File: config.mk
export PLATFORM = sky130hd
export DESIGN_NAME = regfile_port_arbiter
export DESIGN_NICKNAME = d
export VERILOG_FILES = /design/src/rtl/regfile_port_arbiter.sv
export SDC_FILE = /design/constraint.sdc
export NUM_CORES = 1
export LEC_CHECK = 0
export ABC_AREA = 1
export BUFFER_PORTS_ARGS = -buffer_cell sky130_fd_sc_hd__buf_2
export CORE_MARGIN = 1
export CORE_UTILIZATION = 45
export CTS_CLUSTER_SIZE = 28
export DETAILED_ROUTE_END_ITERATION = 7
export PLACE_DENSITY_LB_ADDON = 0.12
export SLEW_MARGIN = 25
export SYNTH_ARGS = -nofsm -noshare
export SYNTH_HDL_FRONTEND = slang
export SYNTH_SLANG_ARGS = --single-unit
File: constraint.sdc
create_clock -name CLK -period 4.2 [get_ports CLK]
set_clock_uncertainty 0.15 [all_clocks]
set_input_delay 0.21 -clock CLK [delete_from_list [all_inputs] [get_ports CLK]]
set_output_delay 0.21 -clock CLK [all_outputs]
set_load 0.1 [all_outputs]
File: src/rtl/regfile_port_arbiter.sv
// Purpose: round-robin share of the single RegFile access port between two requesters.
// Latency: grant registered one edge after REQ is sampled; read data returns two cycles after the grant.
// Backpressure: REQ is held until GNT; one access is in flight at a time, reads are bounded by RD_TIMEOUT.
module regfile_port_arbiter #(
   parameter int ADDR_WIDTH = 4,
   parameter int DATA_WIDTH = 8,
   parameter int RD_TIMEOUT = 4
) (
   input  logic                  CLK,
   input  logic                  RST,
   input  logic                  M0_REQ,
   input  logic                  M0_WR,
   input  logic [ADDR_WIDTH-1:0] M0_ADDR,
   input  logic [DATA_WIDTH-1:0] M0_WDATA,
   output logic                  M0_GNT,
   output logic [DATA_WIDTH-1:0] M0_RDATA,
   output logic                  M0_RVALID,
   output logic                  M0_RERR,
   input  logic                  M1_REQ,
   input  logic                  M1_WR,
   input  logic [ADDR_WIDTH-1:0] M1_ADDR,
   input  logic [DATA_WIDTH-1:0] M1_WDATA,
   output logic                  M1_GNT,
   output logic [DATA_WIDTH-1:0] M1_RDATA,
   output logic                  M1_RVALID,
   output logic                  M1_RERR,
   output logic [ADDR_WIDTH-1:0] RF_ADDR,
   output logic                  RF_WREN,
   output logic                  RF_RDEN,
   output logic [DATA_WIDTH-1:0] RF_WRDATA,
   input  logic [DATA_WIDTH-1:0] RF_RDDATA,
   input  logic                  RF_RDVALID,
   output logic                  BUSY
);

   typedef enum logic [1:0] {
      S_IDLE    = 2'd0,
      S_ISSUE   = 2'd1,
      S_RD_WAIT = 2'd2
   } state_t;

   // Last count value of the read wait window; RD_TIMEOUT is limited to 1..15.
   localparam logic [3:0] CNT_LAST = 4'(RD_TIMEOUT - 1);

   state_t                state_q, state_d;
   logic                  last_q, last_d;       // requester granted most recently
   logic                  owner_q, owner_d;     // requester owning the access in flight
   logic                  rd_op_q, rd_op_d;     // access in flight is a read
   logic [3:0]            cnt_q, cnt_d;
   logic [1:0]            gnt_q, gnt_d;
   logic [1:0]            rvalid_q, rvalid_d;
   logic [1:0]            rerr_q, rerr_d;
   logic [DATA_WIDTH-1:0] rdata0_q, rdata0_d;
   logic [DATA_WIDTH-1:0] rdata1_q, rdata1_d;
   logic [ADDR_WIDTH-1:0] rf_addr_q, rf_addr_d;
   logic                  rf_wren_q, rf_wren_d;
   logic                  rf_rden_q, rf_rden_d;
   logic [DATA_WIDTH-1:0] rf_wrdata_q, rf_wrdata_d;
   logic                  busy_q, busy_d;

   logic                  sel;
   logic                  sel_wr;
   logic [ADDR_WIDTH-1:0] sel_addr;
   logic [DATA_WIDTH-1:0] sel_wdata;

   // Next-state and registered-output decode: arbitrate in IDLE, strobe for one cycle, then collect read data.
   always_comb begin
      state_d     = state_q;
      last_d      = last_q;
      owner_d     = owner_q;
      rd_op_d     = rd_op_q;
      cnt_d       = cnt_q;
      gnt_d       = '0;
      rvalid_d    = '0;
      rerr_d      = '0;
      rdata0_d    = rdata0_q;
      rdata1_d    = rdata1_q;
      rf_addr_d   = rf_addr_q;
      rf_wren_d   = 1'b0;
      rf_rden_d   = 1'b0;
      rf_wrdata_d = rf_wrdata_q;

      // On a tie the requester that did not win last time goes first.
      sel       = (M0_REQ && M1_REQ) ? ~last_q : M1_REQ;
      sel_wr    = sel ? M1_WR    : M0_WR;
      sel_addr  = sel ? M1_ADDR  : M0_ADDR;
      sel_wdata = sel ? M1_WDATA : M0_WDATA;

      case (state_q)
         S_IDLE: begin
            if (M0_REQ || M1_REQ) begin
               gnt_d[sel] = 1'b1;
               last_d     = sel;
               owner_d    = sel;
               rd_op_d    = ~sel_wr;
               rf_addr_d  = sel_addr;
               rf_wren_d  = sel_wr;
               rf_rden_d  = ~sel_wr;
               if (sel_wr) begin
                  rf_wrdata_d = sel_wdata;
               end
               state_d    = S_ISSUE;
            end
         end
         S_ISSUE: begin
            cnt_d   = '0;
            state_d = rd_op_q ? S_RD_WAIT : S_IDLE;
         end
         S_RD_WAIT: begin
            if (RF_RDVALID) begin
               rvalid_d[owner_q] = 1'b1;
               if (owner_q) begin
                  rdata1_d = RF_RDDATA;
               end else begin
                  rdata0_d = RF_RDDATA;
               end
               state_d = S_IDLE;
            end else if (cnt_q == CNT_LAST) begin
               // Abort: report an error with zeroed data to the owner only.
               rvalid_d[owner_q] = 1'b1;
               rerr_d[owner_q]   = 1'b1;
               if (owner_q) begin
                  rdata1_d = '0;
               end else begin
                  rdata0_d = '0;
               end
               state_d = S_IDLE;
            end else begin
               cnt_d = cnt_q + 4'd1;
            end
         end
         default: begin
            state_d = S_IDLE;
         end
      endcase

      busy_d = (state_d != S_IDLE);
   end

   // State and output registers; reset abandons any access in flight without a completion pulse.
   always_ff @(posedge CLK or negedge RST) begin
      if (!RST) begin
         state_q     <= S_IDLE;
         last_q      <= 1'b1;
         owner_q     <= 1'b0;
         rd_op_q     <= 1'b0;
         cnt_q       <= '0;
         gnt_q       <= '0;
         rvalid_q    <= '0;
         rerr_q      <= '0;
         rdata0_q    <= '0;
         rdata1_q    <= '0;
         rf_addr_q   <= '0;
         rf_wren_q   <= 1'b0;
         rf_rden_q   <= 1'b0;
         rf_wrdata_q <= '0;
         busy_q      <= 1'b0;
      end else begin
         state_q     <= state_d;
         last_q      <= last_d;
         owner_q     <= owner_d;
         rd_op_q     <= rd_op_d;
         cnt_q       <= cnt_d;
         gnt_q       <= gnt_d;
         rvalid_q    <= rvalid_d;
         rerr_q      <= rerr_d;
         rdata0_q    <= rdata0_d;
         rdata1_q    <= rdata1_d;
         rf_addr_q   <= rf_addr_d;
         rf_wren_q   <= rf_wren_d;
         rf_rden_q   <= rf_rden_d;
         rf_wrdata_q <= rf_wrdata_d;
         busy_q      <= busy_d;
      end
   end

   assign M0_GNT    = gnt_q[0];
   assign M0_RDATA  = rdata0_q;
   assign M0_RVALID = rvalid_q[0];
   assign M0_RERR   = rerr_q[0];
   assign M1_GNT    = gnt_q[1];
   assign M1_RDATA  = rdata1_q;
   assign M1_RVALID = rvalid_q[1];
   assign M1_RERR   = rerr_q[1];
   assign RF_ADDR   = rf_addr_q;
   assign RF_WREN   = rf_wren_q;
   assign RF_RDEN   = rf_rden_q;
   assign RF_WRDATA = rf_wrdata_q;
   assign BUSY      = busy_q;

endmodule

==> impl_metrics.xml, run 1 <==
<?xml version="1.0" encoding="UTF-8"?>
<metrics>
  <group name="outcome">
    <metric name="status" unit="">completed</metric>
  </group>
  <group name="synth">
    <metric name="synth.ff_latch_count" unit="">46</metric>
    <metric name="netlist_area" unit="mm2">0.00200</metric>
    <metric name="synth_cells" unit="">236</metric>
    <metric name="synthesis.yosys.warnings" unit="">0</metric>
    <metric name="post_synth.cell_area_avg" unit="um2">8.49</metric>
    <metric name="synth_common_cells" unit="">sky130_fd_sc_hd__nand2_1 (94), sky130_fd_sc_hd__dfrtp_1 (45), sky130_fd_sc_hd__nand3_1 (26), sky130_fd_sc_hd__nand4_1 (17), sky130_fd_sc_hd__inv_1 (12)</metric>
    <metric name="seq_area_frac_synth" unit="">0.575</metric>
    <metric name="synth_top_cell_by_area" unit="">sky130_fd_sc_hd__dfrtp_1</metric>
    <metric name="post-synth-top-count-cell" unit="">sky130_fd_sc_hd__nand2_1</metric>
    <metric name="ys.flop_type" unit="">sky130_fd_sc_hd__dfrtp_1</metric>
    <metric name="synth_top_area_frac" unit="">0.562</metric>
    <metric name="synthDistinctLibCells" unit="">20</metric>
    <metric name="async_reset_ff_frac" unit="">1.00</metric>
    <metric name="synth_edf_count" unit="">0</metric>
    <metric name="yosys-top-cells-area" unit="">sky130_fd_sc_hd__dfrtp_1 (56%), sky130_fd_sc_hd__nand2_1 (18%), sky130_fd_sc_hd__nand3_1 (6.5%), sky130_fd_sc_hd__nand4_1 (5.3%), sky130_fd_sc_hd__inv_1 (2.2%)</metric>
    <metric name="synth_nets" unit="">276</metric>
  </group>
  <group name="min_path">
    <metric name="holdCritPathClass" unit="">primary input to flop</metric>
  </group>
  <group name="clock_network">
    <metric name="cts_tree" unit="">yes</metric>
    <metric name="insertion_delay" unit="ps">290</metric>
    <metric name="clock-root-buffer" unit="">sky130_fd_sc_hd__clkbuf_8</metric>
    <metric name="clockBufferDepth" unit="">2</metric>
    <metric name="clock_tree.htree_level_count" unit="">2</metric>
    <metric name="post_cts_resize_count" unit="">0</metric>
    <metric name="clock_sink_count" unit="">46</metric>
    <metric name="cts.reportedPaths.clkPinSlew" unit="ps">80</metric>
    <metric name="postCtsSetupRepairBufs" unit="">0</metric>
    <metric name="cts_inserted_buffers" unit="">5</metric>
  </group>
  <group name="timing">
    <metric name="fin_crit_sh" unit="">0.549</metric>
    <metric name="setup_tns" unit="ps">0</metric>
    <metric name="rsz0062_at_grt" unit="">false</metric>
    <metric name="hold_viol" unit="">0</metric>
    <metric name="final_period_minus_worst_setup_slack" unit="ps">2310</metric>
    <metric name="tightestPinTransition" unit="ps">570</metric>
    <metric name="relative_max_transition_margin" unit="">0.617</metric>
    <metric name="max_freq" unit="MHz">434</metric>
    <metric name="drv_slew" unit="">0</metric>
    <metric name="report.final.setup_viol" unit="">0</metric>
  </group>
  <group name="place">
    <metric name="gp_routability_congestion" unit="">0.754</metric>
    <metric name="placedCellCount" unit="">352</metric>
    <metric name="dp_hpwl" unit="um">2940</metric>
    <metric name="port_buffers" unit="">75</metric>
  </group>
  <group name="worst_setup_path">
    <metric name="setup.worst_path.end_class" unit="">flop</metric>
    <metric name="worstSetupPathDepth" unit="">7</metric>
    <metric name="cp_max_fo" unit="">13</metric>
    <metric name="critical_path.top_delay_family" unit="">simple AND/OR/NAND/NOR gates</metric>
    <metric name="critical-path-slowest-cell" unit="">sky130_fd_sc_hd__dlygate4sd3_1</metric>
    <metric name="cp_num_buf_inv" unit="">2</metric>
    <metric name="timing_worst_setup_path_type" unit="">flop to flop</metric>
    <metric name="worst-endpoint-arrival" unit="ps">2380</metric>
    <metric name="worstPathCellList" unit="">nand2_1 &gt; nand2_2 &gt; inv_1 &gt; nor2_1 &gt; nand2_1 &gt; nand3_1 &gt; dlygate4sd3_1</metric>
    <metric name="timing.rr.start" unit="">last_q</metric>
    <metric name="start_kind" unit="">flop</metric>
    <metric name="critical_path.reg2reg.endpoint" unit="">RF_ADDR[0]</metric>
    <metric name="r2r_cell_count" unit="">7</metric>
    <metric name="crit_path_start" unit="">last_q</metric>
    <metric name="rrSetupSlack" unit="ps">1890</metric>
    <metric name="timing.critical_path.required" unit="ps">4280</metric>
    <metric name="worst_path_largest_cell_delay" unit="ps">550</metric>
    <metric name="critical_path.most_common_cell" unit="">sky130_fd_sc_hd__nand2_1</metric>
    <metric name="critical_path.endpoint" unit="">RF_ADDR[0]</metric>
  </group>
  <group name="finish">
    <metric name="instances_no_fill" unit="">367</metric>
    <metric name="finalCoreUtilization" unit="">0.616</metric>
    <metric name="design.final.nets" unit="">356</metric>
    <metric name="final_layout_size_suffix_gt1_frac" unit="">0.290</metric>
    <metric name="area_growth" unit="%">27.3</metric>
    <metric name="antennaDiodeCount" unit="">0</metric>
  </group>
  <group name="die">
    <metric name="chipWidth" unit="um">68.7</metric>
    <metric name="vert_die_dim" unit="um">68.7</metric>
    <metric name="die_area" unit="mm2">0.00473</metric>
    <metric name="rows" unit="">23</metric>
    <metric name="core-area" unit="mm2">0.00414</metric>
    <metric name="start_util" unit="">0.484</metric>
    <metric name="pin_count" unit="">76</metric>
  </group>
  <group name="routing">
    <metric name="dr.first_iter.drc_count" unit="">104</metric>
    <metric name="vias_per_cell" unit="">4.80</metric>
    <metric name="detail_route.wirelength" unit="um">4260</metric>
    <metric name="detailedRoute.firstPassIterationCount" unit="">4</metric>
    <metric name="detailroute.via_count" unit="">1763</metric>
    <metric name="route.detailed.drc" unit="">0</metric>
    <metric name="route.detailed.wl_per_inst" unit="um">11.6</metric>
    <metric name="detail-route-antenna-nets" unit="">0</metric>
  </group>
  <group name="global_route">
    <metric name="grt.total_usage" unit="">0.203</metric>
    <metric name="antenna_found_initial" unit="">0</metric>
    <metric name="grt_pass1_vias" unit="">1620</metric>
    <metric name="grt_start_max_net_pins" unit="">47</metric>
    <metric name="grt_remaining_overflow" unit="">0</metric>
    <metric name="global_route_wire_length_before_repair" unit="um">7090</metric>
  </group>
  <group name="job">
    <metric name="maxCapViolations" unit="">0</metric>
  </group>
</metrics>
worst reg2reg max path: stages, from the launching register on:
cell and delay [ps]:
sky130_fd_sc_hd__dfstp_2 540, sky130_fd_sc_hd__nand2_1 230, sky130_fd_sc_hd__nand2_2 300, sky130_fd_sc_hd__inv_1 90
sky130_fd_sc_hd__nor2_1 230, sky130_fd_sc_hd__nand2_1 90, sky130_fd_sc_hd__nand3_1 70, sky130_fd_sc_hd__dlygate4sd3_1 550
registers in the layout (all words and copies together), names as in the netlist:
name,cells
M0_RDATA,8
M1_RDATA,8
RF_WRDATA,8
RF_ADDR,4
cnt_q,4
gnt_q,2
rerr_q,2
rvalid_q,2
state_q,2
BUSY,1
RF_RDEN,1
RF_WREN,1
last_q,1
owner_q,1
rd_op_q,1
worst min path at each step:
stage | cells past startpoint | from | to
after floorplan | 0 | RST | BUSY
after global placement | 3 | M0_ADDR[0] | RF_ADDR[0]
after detailed placement | 3 | M0_ADDR[1] | RF_ADDR[1]
after CTS | 3 | RF_RDDATA[7] | M1_RDATA[7]
after global routing | 3 | RF_RDDATA[6] | M1_RDATA[6]
final | 3 | RF_RDDATA[7] | M1_RDATA[7]
kinds of logic (layout without fill, tap and decap cells):
family	after synthesis	in the layout	synth area share
fa+ha+maj	1	1	0.00624
flops	46	46	0.575
buf+inv	25	106	0.0518
simple gates	157	157	0.346
compound gates	6	6	0.0162
xor+xnor	1	1	0.00437
per-layer routing:
metal	up-vias	part of all wire	global-route usage
met4	0	0.011	0.0791
met3	5	0.071	0.0477
met5	-	0	0
met1	770	0.47	0.269
met2	62	0.44	0.321
li1	926	-	-
placed cells by master, fill, tap and decap left out, types with 3 or more instances in the layout:
master	Yosys	routed
sky130_fd_sc_hd__buf_2	5	74
sky130_fd_sc_hd__dfrtp_1	45	45
sky130_fd_sc_hd__nand2_1	94	94
sky130_fd_sc_hd__dlygate4sd3_1	0	7
sky130_fd_sc_hd__nand4_1	17	17
sky130_fd_sc_hd__clkbuf_1	3	3
sky130_fd_sc_hd__o21ai_0	4	4
sky130_fd_sc_hd__clkbuf_8	0	5
sky130_fd_sc_hd__nor2_1	11	11
sky130_fd_sc_hd__nand2_2	4	4
sky130_fd_sc_hd__inv_2	4	4
sky130_fd_sc_hd__inv_1	12	12
sky130_fd_sc_hd__nand3_1	26	26
what timing repair did:
action | CTS | global route
endpoints found under the hold margin | 48 | 0
endpoints found under the setup margin | 0 | 0
hold buffers | 7 | 0
final cells by class:
type / instances / area [um2]
Clock buffer: 8 / 80.1
Fill cell: 364 / 1590
Inverter: 16 / 60.1
Multi-Input combinational cell: 165 / 748
Sequential cell: 46 / 1150
Tap cell: 50 / 62.6
Timing Repair Buffer: 82 / 448
per-stage QoR:
stage          hold WS, ps  cell area (um2)  worst slack, ps
5_1_grt               43.8             2550             1660
3_3_place_gp           265             2400             2450
2_1_floorplan         -236             2000             2820
4_1_cts               19.2             2550             1880
3_5_place_dp           271             2400             2450
6_report              29.0             2550             1890
Power of run 1 is not shown: default switching activity piles up to over one toggle a cycle in this logic, so the estimate is an artifact.
==> run 2: changes to the inputs <==
==> constraint.sdc (replaced) <==
create_clock -name CLK -period 2.3 [get_ports CLK]
set_clock_uncertainty 0.15 [all_clocks]
set_input_delay 0.115 -clock CLK [delete_from_list [all_inputs] [get_ports CLK]]
set_output_delay 0.115 -clock CLK [all_outputs]
set_load 0.1 [all_outputs]
==> impl_metrics.xml, run 2 (synthesized netlist as in run 1, its figures left out) <==
<?xml version="1.0" encoding="UTF-8"?>
<metrics>
  <group name="outcome">
    <metric name="status" unit="">completed</metric>
  </group>
  <group name="finish">
    <metric name="design.final.nets" unit="">375</metric>
    <metric name="seq_area" unit="mm2">0.00115</metric>
    <metric name="final_layout_size_suffix_gt1_frac" unit="">0.286</metric>
    <metric name="most-common-layout-cells" unit="">sky130_fd_sc_hd__nand2_1 (93), sky130_fd_sc_hd__buf_2 (75), sky130_fd_sc_hd__dfrtp_1 (45)</metric>
    <metric name="n_fill_cell" unit="">363</metric>
    <metric name="mostFrequentLayoutCell" unit="">sky130_fd_sc_hd__nand2_1</metric>
    <metric name="multi_input_comb_area" unit="um2">756</metric>
    <metric name="antennaDiodeCount" unit="">0</metric>
    <metric name="area_growth" unit="%">37.0</metric>
  </group>
  <group name="routing">
    <metric name="detailroute.via_count" unit="">1870</metric>
    <metric name="detailedRoute.firstPassIterationCount" unit="">4</metric>
    <metric name="dr.first_iter.drc_count" unit="">95</metric>
    <metric name="wl_met2" unit="um">2110</metric>
    <metric name="detail-route-antenna-nets" unit="">0</metric>
    <metric name="route.detailed.drc" unit="">0</metric>
    <metric name="route.detailed.wl_per_inst" unit="um">11.7</metric>
    <metric name="routed.top_layer" unit="">met4</metric>
    <metric name="vias_per_cell" unit="">4.84</metric>
    <metric name="detail_route.wirelength.met1" unit="um">2090</metric>
    <metric name="met3_wirelength" unit="um">263</metric>
    <metric name="detail_route.wirelength" unit="um">4520</metric>
  </group>
  <group name="worst_setup_path">
    <metric name="worst_path_largest_cell_delay" unit="ps">560</metric>
    <metric name="start_kind" unit="">flop</metric>
    <metric name="critical-path-slowest-cell" unit="">sky130_fd_sc_hd__dlygate4sd3_1</metric>
    <metric name="setup.worst_path.end_class" unit="">flop</metric>
    <metric name="timing.critical_path.required" unit="ps">2380</metric>
    <metric name="worstPathCellList" unit="">nand2_2 &gt; nand2_4 &gt; inv_1 &gt; nor2_1 &gt; nand2_1 &gt; nand3_1 &gt; dlygate4sd3_1</metric>
    <metric name="timing_worst_setup_path_type" unit="">flop to flop</metric>
    <metric name="cp_max_fo" unit="">13</metric>
    <metric name="worst-endpoint-arrival" unit="ps">2170</metric>
  </group>
  <group name="clock_network">
    <metric name="clockBufferDepth" unit="">2</metric>
    <metric name="clock_tree.htree_level_count" unit="">2</metric>
    <metric name="cts_inserted_buffers" unit="">5</metric>
    <metric name="clock-root-buffer" unit="">sky130_fd_sc_hd__clkbuf_8</metric>
    <metric name="insertion_delay" unit="ps">290</metric>
    <metric name="cts_tree" unit="">yes</metric>
    <metric name="postCtsSetupRepairBufs" unit="">0</metric>
    <metric name="cts.reportedPaths.clkPinSlew" unit="ps">90</metric>
    <metric name="clock_sink_count" unit="">46</metric>
  </group>
  <group name="min_path">
    <metric name="holdCritPathClass" unit="">primary input to flop</metric>
  </group>
  <group name="timing">
    <metric name="fin_crit_sh" unit="">0.908</metric>
    <metric name="drv_slew" unit="">0</metric>
    <metric name="hold_viol" unit="">0</metric>
    <metric name="setup_tns" unit="ps">0</metric>
    <metric name="max_freq" unit="MHz">479</metric>
    <metric name="report.final.setup_viol" unit="">0</metric>
    <metric name="relative_max_transition_margin" unit="">0.598</metric>
    <metric name="rsz0062_at_grt" unit="">false</metric>
    <metric name="tightestPinTransition" unit="ps">599</metric>
    <metric name="final_period_minus_worst_setup_slack" unit="ps">2090</metric>
  </group>
  <group name="die">
    <metric name="pin_count" unit="">76</metric>
    <metric name="core-area" unit="mm2">0.00414</metric>
    <metric name="vert_die_dim" unit="um">68.7</metric>
    <metric name="die_area" unit="mm2">0.00473</metric>
    <metric name="chipWidth" unit="um">68.7</metric>
    <metric name="start_util" unit="">0.484</metric>
    <metric name="rows" unit="">23</metric>
  </group>
  <group name="global_route">
    <metric name="grt_remaining_overflow" unit="">0</metric>
    <metric name="grt_pass1_vias" unit="">1612</metric>
    <metric name="grt.total_usage" unit="">0.209</metric>
    <metric name="antenna_found_initial" unit="">0</metric>
    <metric name="grt_start_max_net_pins" unit="">27</metric>
    <metric name="global_route_wire_length_before_repair" unit="um">7290</metric>
  </group>
  <group name="place">
    <metric name="dp_hpwl" unit="um">3240</metric>
    <metric name="port_buffers" unit="">75</metric>
    <metric name="gp_routability_congestion" unit="">0.756</metric>
  </group>
  <group name="job">
    <metric name="maxCapViolations" unit="">0</metric>
  </group>
</metrics>
-- run 2: timing repair --
| item | in CTS | in global routing |
|---|---|---|
| endpoints found under the hold margin | 47 | 0 |
| hold buffers | 24 | 0 |
| gates resized for setup | 0 | 2 |
| setup endpoints to repair | 0 | 3 |
-- run 2: routing by layer --
layer  global-route usage  vias up
li1                     -      958
met1                0.267      845
met2                0.348       61
met3               0.0510        6
met4               0.0689        0
met5                    0        -
-- run 2: worst max-delay path, delay by kind of cell (launching register included) --
kind / cells / cell delay, ps
AND/OR/NAND/NOR: 5 / 700
flip-flops: 1 / 540
buffers and inverters: 2 / 630
-- run 2: worst paths after layout --
check	to	slack (ps)	startpoint	depth (start not counted)
worst max-delay path	RF_ADDR[0]	210	last_q	7
worst min-delay path	RF_WRDATA[7]	9	M0_WDATA[7]	5
worst max register to register	RF_ADDR[0]	210	last_q	7
worst min register to register	M1_RDATA[0]	320	M1_RDATA[0]	2
max in group asynchronous	last_q	1120	RST	3
min in group asynchronous	M0_RDATA[1]	140	RST	2
-- run 2: stage by stage --
stage / hold WS [ps] / utilization / worst slack, ps / instances / area [um2]
global route: 4.89 / 0.662 / 90.6 / 386 / 2750
finish: 8.75 / 0.662 / 212 / 386 / 2750
detailed placement: -58.8 / 0.582 / 585 / 354 / 2410
global placement: -63.1 / 0.582 / 642 / 354 / 2410
floorplan: -331 / - / 921 / 236 / 2000
CTS: 3.82 / 0.661 / 37.3 / 386 / 2740
-- run 2: area by class of cell --
class                           instances  share of cell area
Tap cell                               50              0.0228
Multi-Input combinational cell        165               0.275
Inverter                               16              0.0219
Clock inverter                          1             0.00273
Timing Repair Buffer                  101               0.230
Sequential cell                        46               0.420
Clock buffer                            7              0.0278
Power of run 2 is left out for the same reason.
